`src/rtl/posit_pkg.sv`:
```
// posit_pkg: shared widths, constants and decoded-operand type for the posit multiplier
package posit_pkg;
    localparam int N  = 32;
    localparam int ES = 2;
    localparam int CW = $clog2(N);
    localparam int SW = $clog2(2 * (N - 2) * (1 << ES)) + 2;
    localparam int MW = N - ES - 2;
    localparam int PW = 2 * MW;
    localparam int FW = PW - 1;
    localparam logic [N-1:0] NAR    = {1'b1, {(N-1){1'b0}}};
    localparam logic [N-1:0] ZERO   = '0;
    localparam logic [N-1:0] MAXPOS = {1'b0, {(N-1){1'b1}}};
    localparam logic [N-1:0] MINPOS = N'(1);
    localparam logic signed [SW-1:0] KMAX = SW'(N - 2);
    localparam logic signed [SW-1:0] KMIN = -KMAX;
    typedef struct packed {
        logic                 sign;
        logic                 nar;
        logic                 zero;
        logic signed [SW-1:0] scale;
        logic [MW-1:0]        sig;
    } posit_t;
endpackage

```
`src/rtl/posit_decode.sv`:
```
// posit_decode: combinational split of a posit into sign, scale and hidden-1 significand
module posit_decode
    import posit_pkg::*;
(
    input  logic [N-1:0] x,
    output posit_t       d
);
    logic [N-2:0] mag, rem;
    logic [CW-1:0] m;
    logic run, r0;
    logic signed [SW-1:0] k;
    always_comb begin
        mag = x[N-1] ? -x[N-2:0] : x[N-2:0];
        r0 = mag[N-2];
        m = '0;
        run = 1'b1;
        for (int i = N - 2; i >= 0; i--) begin
            run = run & (mag[i] == r0);
            m = m + CW'(run);
        end
        // drop the regime run and its terminator; exponent then fraction are left-aligned
        rem = (mag << m) << 1;
        k = r0 ? SW'(m) - SW'(1) : -SW'(m);
        d.sign = x[N-1];
        d.nar = x == NAR;
        d.zero = x == ZERO;
        d.scale = (k <<< ES) + SW'(rem[N-2 -: ES]);
        d.sig = {1'b1, rem[N-2-ES -: MW-1]};
    end
endmodule

```
`src/rtl/posit_mult.sv`:
```
// posit_mult: pipelined posit multiplier, decode+multiply then encode+round-nearest-even.
// Define POSITMULT_OUTREG_EN to add an output register stage (latency 3 instead of 2).
module posit_mult
    import posit_pkg::*;
(
    input  logic         clk,
    input  logic         rst_n,
    input  logic [N-1:0] in1,
    input  logic [N-1:0] in2,
    input  logic         start,
    output logic [N-1:0] result,
    output logic         inf,
    output logic         zero,
    output logic         done
);
    localparam int VW = 2 + ES + FW + N;
    posit_t da, db;
    logic [PW-1:0] prod;
    logic v1, s1_sign, s1_nar, s1_zero;
    logic signed [SW-1:0] s1_scale, k2;
    logic [FW-1:0] s1_frac;
    logic [SW-1:0] sh;
    logic [VW-1:0] v;
    logic [N-1:0] rnd, mag, enc;
    logic guard, sticky;
    posit_decode u_da (.x(in1), .d(da));
    posit_decode u_db (.x(in2), .d(db));
    assign prod = PW'(da.sig) * PW'(db.sig);
    always_ff @(posedge clk or negedge rst_n)
        if (!rst_n) begin
            {v1, s1_sign, s1_nar, s1_zero} <= '0;
            s1_scale <= '0;
            s1_frac <= '0;
        end else begin
            v1 <= start;
            s1_sign <= da.sign ^ db.sign;
            s1_nar <= da.nar | db.nar;
            s1_zero <= da.zero | db.zero;
            s1_scale <= da.scale + db.scale + SW'(prod[PW-1]);
            s1_frac <= prod[PW-1] ? prod[PW-2:0] : {prod[PW-3:0], 1'b0};
        end
    // regime emitted by sign-extending shift: "10" grows a run of ones, "01" a run of zeros
    always_comb begin
        k2 = s1_scale >>> ES;
        sh = k2 < 0 ? ~k2 : k2;
        v = $signed({k2 < 0 ? 2'b01 : 2'b10, s1_scale[ES-1:0], s1_frac, N'(0)}) >>> sh;
        guard = v[VW-N];
        sticky = |v[VW-N-1:0];
        rnd = {1'b0, v[VW-1 -: N-1]} + N'(guard & (sticky | v[VW-N+1]));
        mag = k2 > KMAX ? MAXPOS : k2 < KMIN ? MINPOS : rnd[N-1] ? MAXPOS : rnd;
        enc = s1_nar ? NAR : s1_zero ? ZERO : s1_sign ? -mag : mag;
    end
`ifdef POSITMULT_OUTREG_EN
    logic [N-1:0] r2;
    logic i2, z2, d2;
    always_ff @(posedge clk or negedge rst_n)
        if (!rst_n) begin
            {r2, i2, z2, d2} <= '0;
            {result, inf, zero, done} <= '0;
        end else begin
            {r2, i2, z2, d2} <= {enc, s1_nar, !s1_nar && s1_zero, v1};
            {result, inf, zero, done} <= {r2, i2, z2, d2};
        end
`else
    always_ff @(posedge clk or negedge rst_n)
        if (!rst_n) {result, inf, zero, done} <= '0;
        else {result, inf, zero, done} <= {enc, s1_nar, !s1_nar && s1_zero, v1};
`endif
endmodule

```
`config.mk`:
```
export PLATFORM = sky130hd
export DESIGN_NAME = posit_mult
export DESIGN_NICKNAME = d
export VERILOG_FILES = /design/src/rtl/posit_pkg.sv /design/src/rtl/posit_decode.sv /design/src/rtl/posit_mult.sv
export SDC_FILE = /design/constraint.sdc
export NUM_CORES = 2
export LEC_CHECK = 0
export ABC_AREA = 1
export BUFFER_PORTS_ARGS = -buffer_cell sky130_fd_sc_hd__buf_2
export CAP_MARGIN = 20
export CELL_PAD_IN_SITES_DETAIL_PLACEMENT = 2
export CELL_PAD_IN_SITES_GLOBAL_PLACEMENT = 2
export CORE_MARGIN = 2
export CORE_UTILIZATION = 41
export CTS_CLUSTER_DIAMETER = 60
export CTS_CLUSTER_SIZE = 12
export DETAILED_ROUTE_END_ITERATION = 10
export PLACE_DENSITY_LB_ADDON = 0.1
export SLEW_MARGIN = 20
export SYNTH_ARGS = -nofsm -noshare
export SYNTH_HDL_FRONTEND = slang
export SYNTH_HIERARCHICAL = 1
export SYNTH_SLANG_ARGS = --single-unit
```
`constraint.sdc`:
```
create_clock -name clk -period 5.6 [get_ports clk]
set_input_delay 0.56 -clock clk [delete_from_list [all_inputs] [get_ports clk]]
set_output_delay 0.56 -clock clk [all_outputs]
set_load 0.005 [all_outputs]
```
==> results.py, run 1 <==
metrics = {
    "logic_synthesis": {
        "synthTopCellsByCount": "nand2_1 (1999), inv_1 (1474), fa_1 (720), nand3_1 (510), nor2_1 (330)",
        "synth_flop_cell": "dfrtp_1",
        "postSynth.asyncResetShare_pct": 100,
        "synth.most_common_cell": "nand2_1",
        "synth.yosys.seq_area_share_pct": 5.87,
        "synth_top_area_share_pct": 32.5,
        "yosys.area.top_type": "fa_1",
        "synth-seq-cells": 104,
        "synth.distinct_cells": 61,
        "ys_warn_count": 6,
        "synth_area_per_cell_um2": 6.68,
        "synth_nets": 7662,
        "synth_area_um2": 44300,
        "synth_enable_flop_cells": 0,
        "synthCells": 6635,
        "synthTopCellsByArea": "fa_1 (33%), nand2_1 (17%), inv_1 (12%)",
    },
    "floorplanning": {
        "ios": 102,
        "die_h_um": 333,
        "start_util_pct": 41.4,
        "fp-row-count": 120,
        "die_w_um": 333,
    },
    "placement": {
        "dp_hpwl_um": 208000,
        "io_buffers": 101,
        "gp_congestion": 0.928,
    },
    "run_status": {
        "run_status": "stopped before the end",
        "firstError": "[ERROR DPL-0033] detailed placement checks failed during check placement.",
        "stop_stage": "detailed placement",
    },
}
[logic make-up after synthesis]
family	count (synthesis)	synth area share, %
DFF	104	5.87
other	2	0.0170
xor gates and xnor gates	123	2.43
adders and majority gates	960	39.3
and+or+nand+nor	3038	29.1
muxes	14	0.316
buffers and inverters	1832	16.0
AOI/OAI and AO/OA	562	6.94
[through the flow]
step | hold slack [ns] | setup slack [ns]
floorplan | 0.264 | -9.39
global placement | 0.331 | -10.72
==> run 2: changes to the inputs <==
Settings changed: CELL_PAD_IN_SITES_DETAIL_PLACEMENT 2 to default, CELL_PAD_IN_SITES_GLOBAL_PLACEMENT 2 to default, CORE_UTILIZATION 41 to 40, CTS_CLUSTER_DIAMETER 60 to default, CTS_CLUSTER_SIZE 12 to default, PLACE_DENSITY_LB_ADDON 0.1 to 0.15.
==> results.py, run 2 <==
metrics = {
    "run_status": {
        "run_status": "complete, but fails checks",
        "violations": "setup timing",
    },
    "floorplanning": {
        "ios": 102,
        "die_w_um": 337,
        "fp.dieArea_um2": 113000,
        "start_util_pct": 40.2,
        "die_h_um": 337,
        "fp-row-count": 122,
        "core_um2": 110000,
    },
    "logic_synthesis": {
        "synth_top_area_share_pct": 32.5,
        "yosys.area.top_type": "fa_1",
        "synth_flop_cell": "dfrtp_1",
        "postSynth.asyncResetShare_pct": 100,
        "synth_nets": 7662,
        "synthCells": 6635,
        "ys_warn_count": 6,
        "synthTopCellsByArea": "fa_1 (33%), nand2_1 (17%), inv_1 (12%)",
        "synth.distinct_cells": 61,
        "synthTopCellsByCount": "nand2_1 (1999), inv_1 (1474), fa_1 (720), nand3_1 (510), nor2_1 (330)",
        "synth-seq-cells": 104,
        "synth_area_um2": 44300,
        "synth_enable_flop_cells": 0,
        "synth.yosys.seq_area_share_pct": 5.87,
        "synth_area_per_cell_um2": 6.68,
        "synth.most_common_cell": "nand2_1",
    },
    "grt": {
        "grt_use_total_pct": 25.3,
        "grt_pass1_wl_um": 230000,
        "grt_overflow": 0,
        "grt_pass1_vias": 44300,
        "antenna_found_initial": 0,
        "grt_max_degree": 61,
    },
    "worst_setup_path": {
        "cpMostUsedCell": "fa_1",
        "slowest_stage": "fa_2",
        "regToRegSetupSlack_ns": 0.60,
        "startpoint": "in1[1]",
        "slowest_delay_ns": 0.57,
        "worst_setup_path_end_kind": "flop",
        "crit_fanout": 8,
        "cp-start-kind": "input pin",
        "crit_required_ns": 5.92,
        "r2r_start": "s1_scale[9]",
        "worstSetupPathType": "in -> reg",
        "critical_path_arrival_ns": 15.40,
    },
    "placement": {
        "dp_cells": 8844,
        "io_buffers": 101,
        "pre_cts_slack_ns": -10.63,
        "gp_congestion": 0.955,
        "dp_hpwl_um": 118000,
    },
    "finish": {
        "final_common_cell": "nand2_1",
        "instances_no_fill": 9036,
        "largest_register_ffs": 55,
        "final_cell_mix": "nand2_1 (1915), inv_1 (1425), buf_4 (975), fa_1 (679), nand3_1 (499)",
        "antenna_cells": 0,
        "layout-area-overhead-vs-synth_pct": 30.5,
        "fin_util_pct": 52.4,
        "nFillCells": 11000,
        "nets": 8570,
        "drive_above_1_share_pct": 24.5,
        "largest-register": "s1_frac",
    },
    "sta": {
        "final.setup_skew_ns": 0.00971,
        "final_max_slew_viol_count": 0,
        "fin_crit_ns": 15.09,
        "max_slew.worst_pin.slew_ns": 1.05,
        "hold_viol_final": 0,
        "rsz0062_at_grt": "yes",
        "fmax_mhz": 66.3,
        "finalSetupViolations": 65,
        "maxSlewHeadroom_pct": 30.2,
        "finalCritPeriodShare_pct": 269,
        "setup_slack_ns": -9.49,
        "hold_slack_ns": 0.161,
    },
    "routing": {
        "vias": 43700,
        "wl_per_cell_um": 15.6,
        "drtIter0Drc": 2693,
        "ant_nets": 0,
        "drcViolationCount": 0,
        "drt_pass1_iterations": 5,
        "vias_per_cell": 4.84,
        "routed_wl_um": 141000,
    },
    "worst_hold_path": {
        "hold_class": "in -> async",
    },
    "clock_tree": {
        "hold_buffers": 0,
        "numCtsBuffers": 9,
        "cts_buffer_depth": 2,
        "clk_latency_ns": 0.39,
        "clock-sinks": 104,
        "root_buffer": "clkbuf_16",
        "path_clk_slew_ns": 0.07,
        "cts_tree": "yes",
        "htree_levels": 3,
    },
    "flow_run": {
        "maxCapViolations": 0,
    },
}
[run 2: cell counts after synthesis]
No cell type changed its count.
[run 2: worst paths after layout]
kind                               end  depth (start not counted)
max reg2reg                 result[31]                         31
max                        s1_scale[8]                         81
max in group asynchronous  s1_frac[34]                          2
min                         result[21]                          1
min in group clk                    v1                          1
min reg2reg                       done                          0
[run 2: through the flow]
step	TNS (ns)	instance area, µm²
after floorplan	-530.18	45300
after global placement	-635.83	53700
after detailed placement	-648.37	53700
after CTS	-561.20	56100
after global routing	-617.24	57800
final	-574.76	57800
[run 2: final cells by class]
cell class,instances,area (µm²),area share [%]
well taps,1488,1860,3.22
clock buffers,10,229,0.396
clock inverters,6,98.8,0.171
multi-input cells,4700,36800,63.7
inverters,1501,5700,9.87
flip-flops and latches,104,2600,4.50
repair buffers,1226,10500,18.1
repair inverters,1,5.00,0.00866
[run 2: per-layer routing]
| metal | vias to the layer above | global-route usage, % | part of all wire, % |
|---|---|---|---|
| met2 | 989 | 41.6 | 46 |
| met4 | 0 | 4.97 | 2.1 |
| met3 | 122 | 2.66 | 5.0 |
| met1 | 21100 | 36.1 | 47 |
| met5 | - | 0 | 0 |
| li1 | 21600 | - | - |
[run 2: cell families after synthesis]
kind of cell / Yosys count / share of synthesized area, %
multiplexers: 14 / 0.316
other: 2 / 0.0170
AND/OR/NAND/NOR: 3038 / 29.1
buffers and inverters: 1832 / 16.0
flip-flops: 104 / 5.87
adder cells (fa/ha/maj): 960 / 39.3
AO/OA/AOI/OAI: 562 / 6.94
XOR/XNOR: 123 / 2.43
[run 2: worst max-delay path, delay by kind of cell]
kind            cells  cell delay [ns]
compound gates     15             2.05
xor+xnor            1             0.15
fa+ha+maj          19             8.43
buf+inv            19             1.73
simple gates       27             2.41
[run 2: timing repair]
action,4_1_cts,5_1_grt
endpoints found under the hold margin,0,0
endpoints found under the setup margin,65,71
setup buffers,104,61
gates cloned,8,6
gates resized for setup,281,318
pin swaps,145,129
Power of run 2 is left out: the tool's default activity adds up to more than one toggle a clock period on the data nets, which glitch-free logic cannot reach.
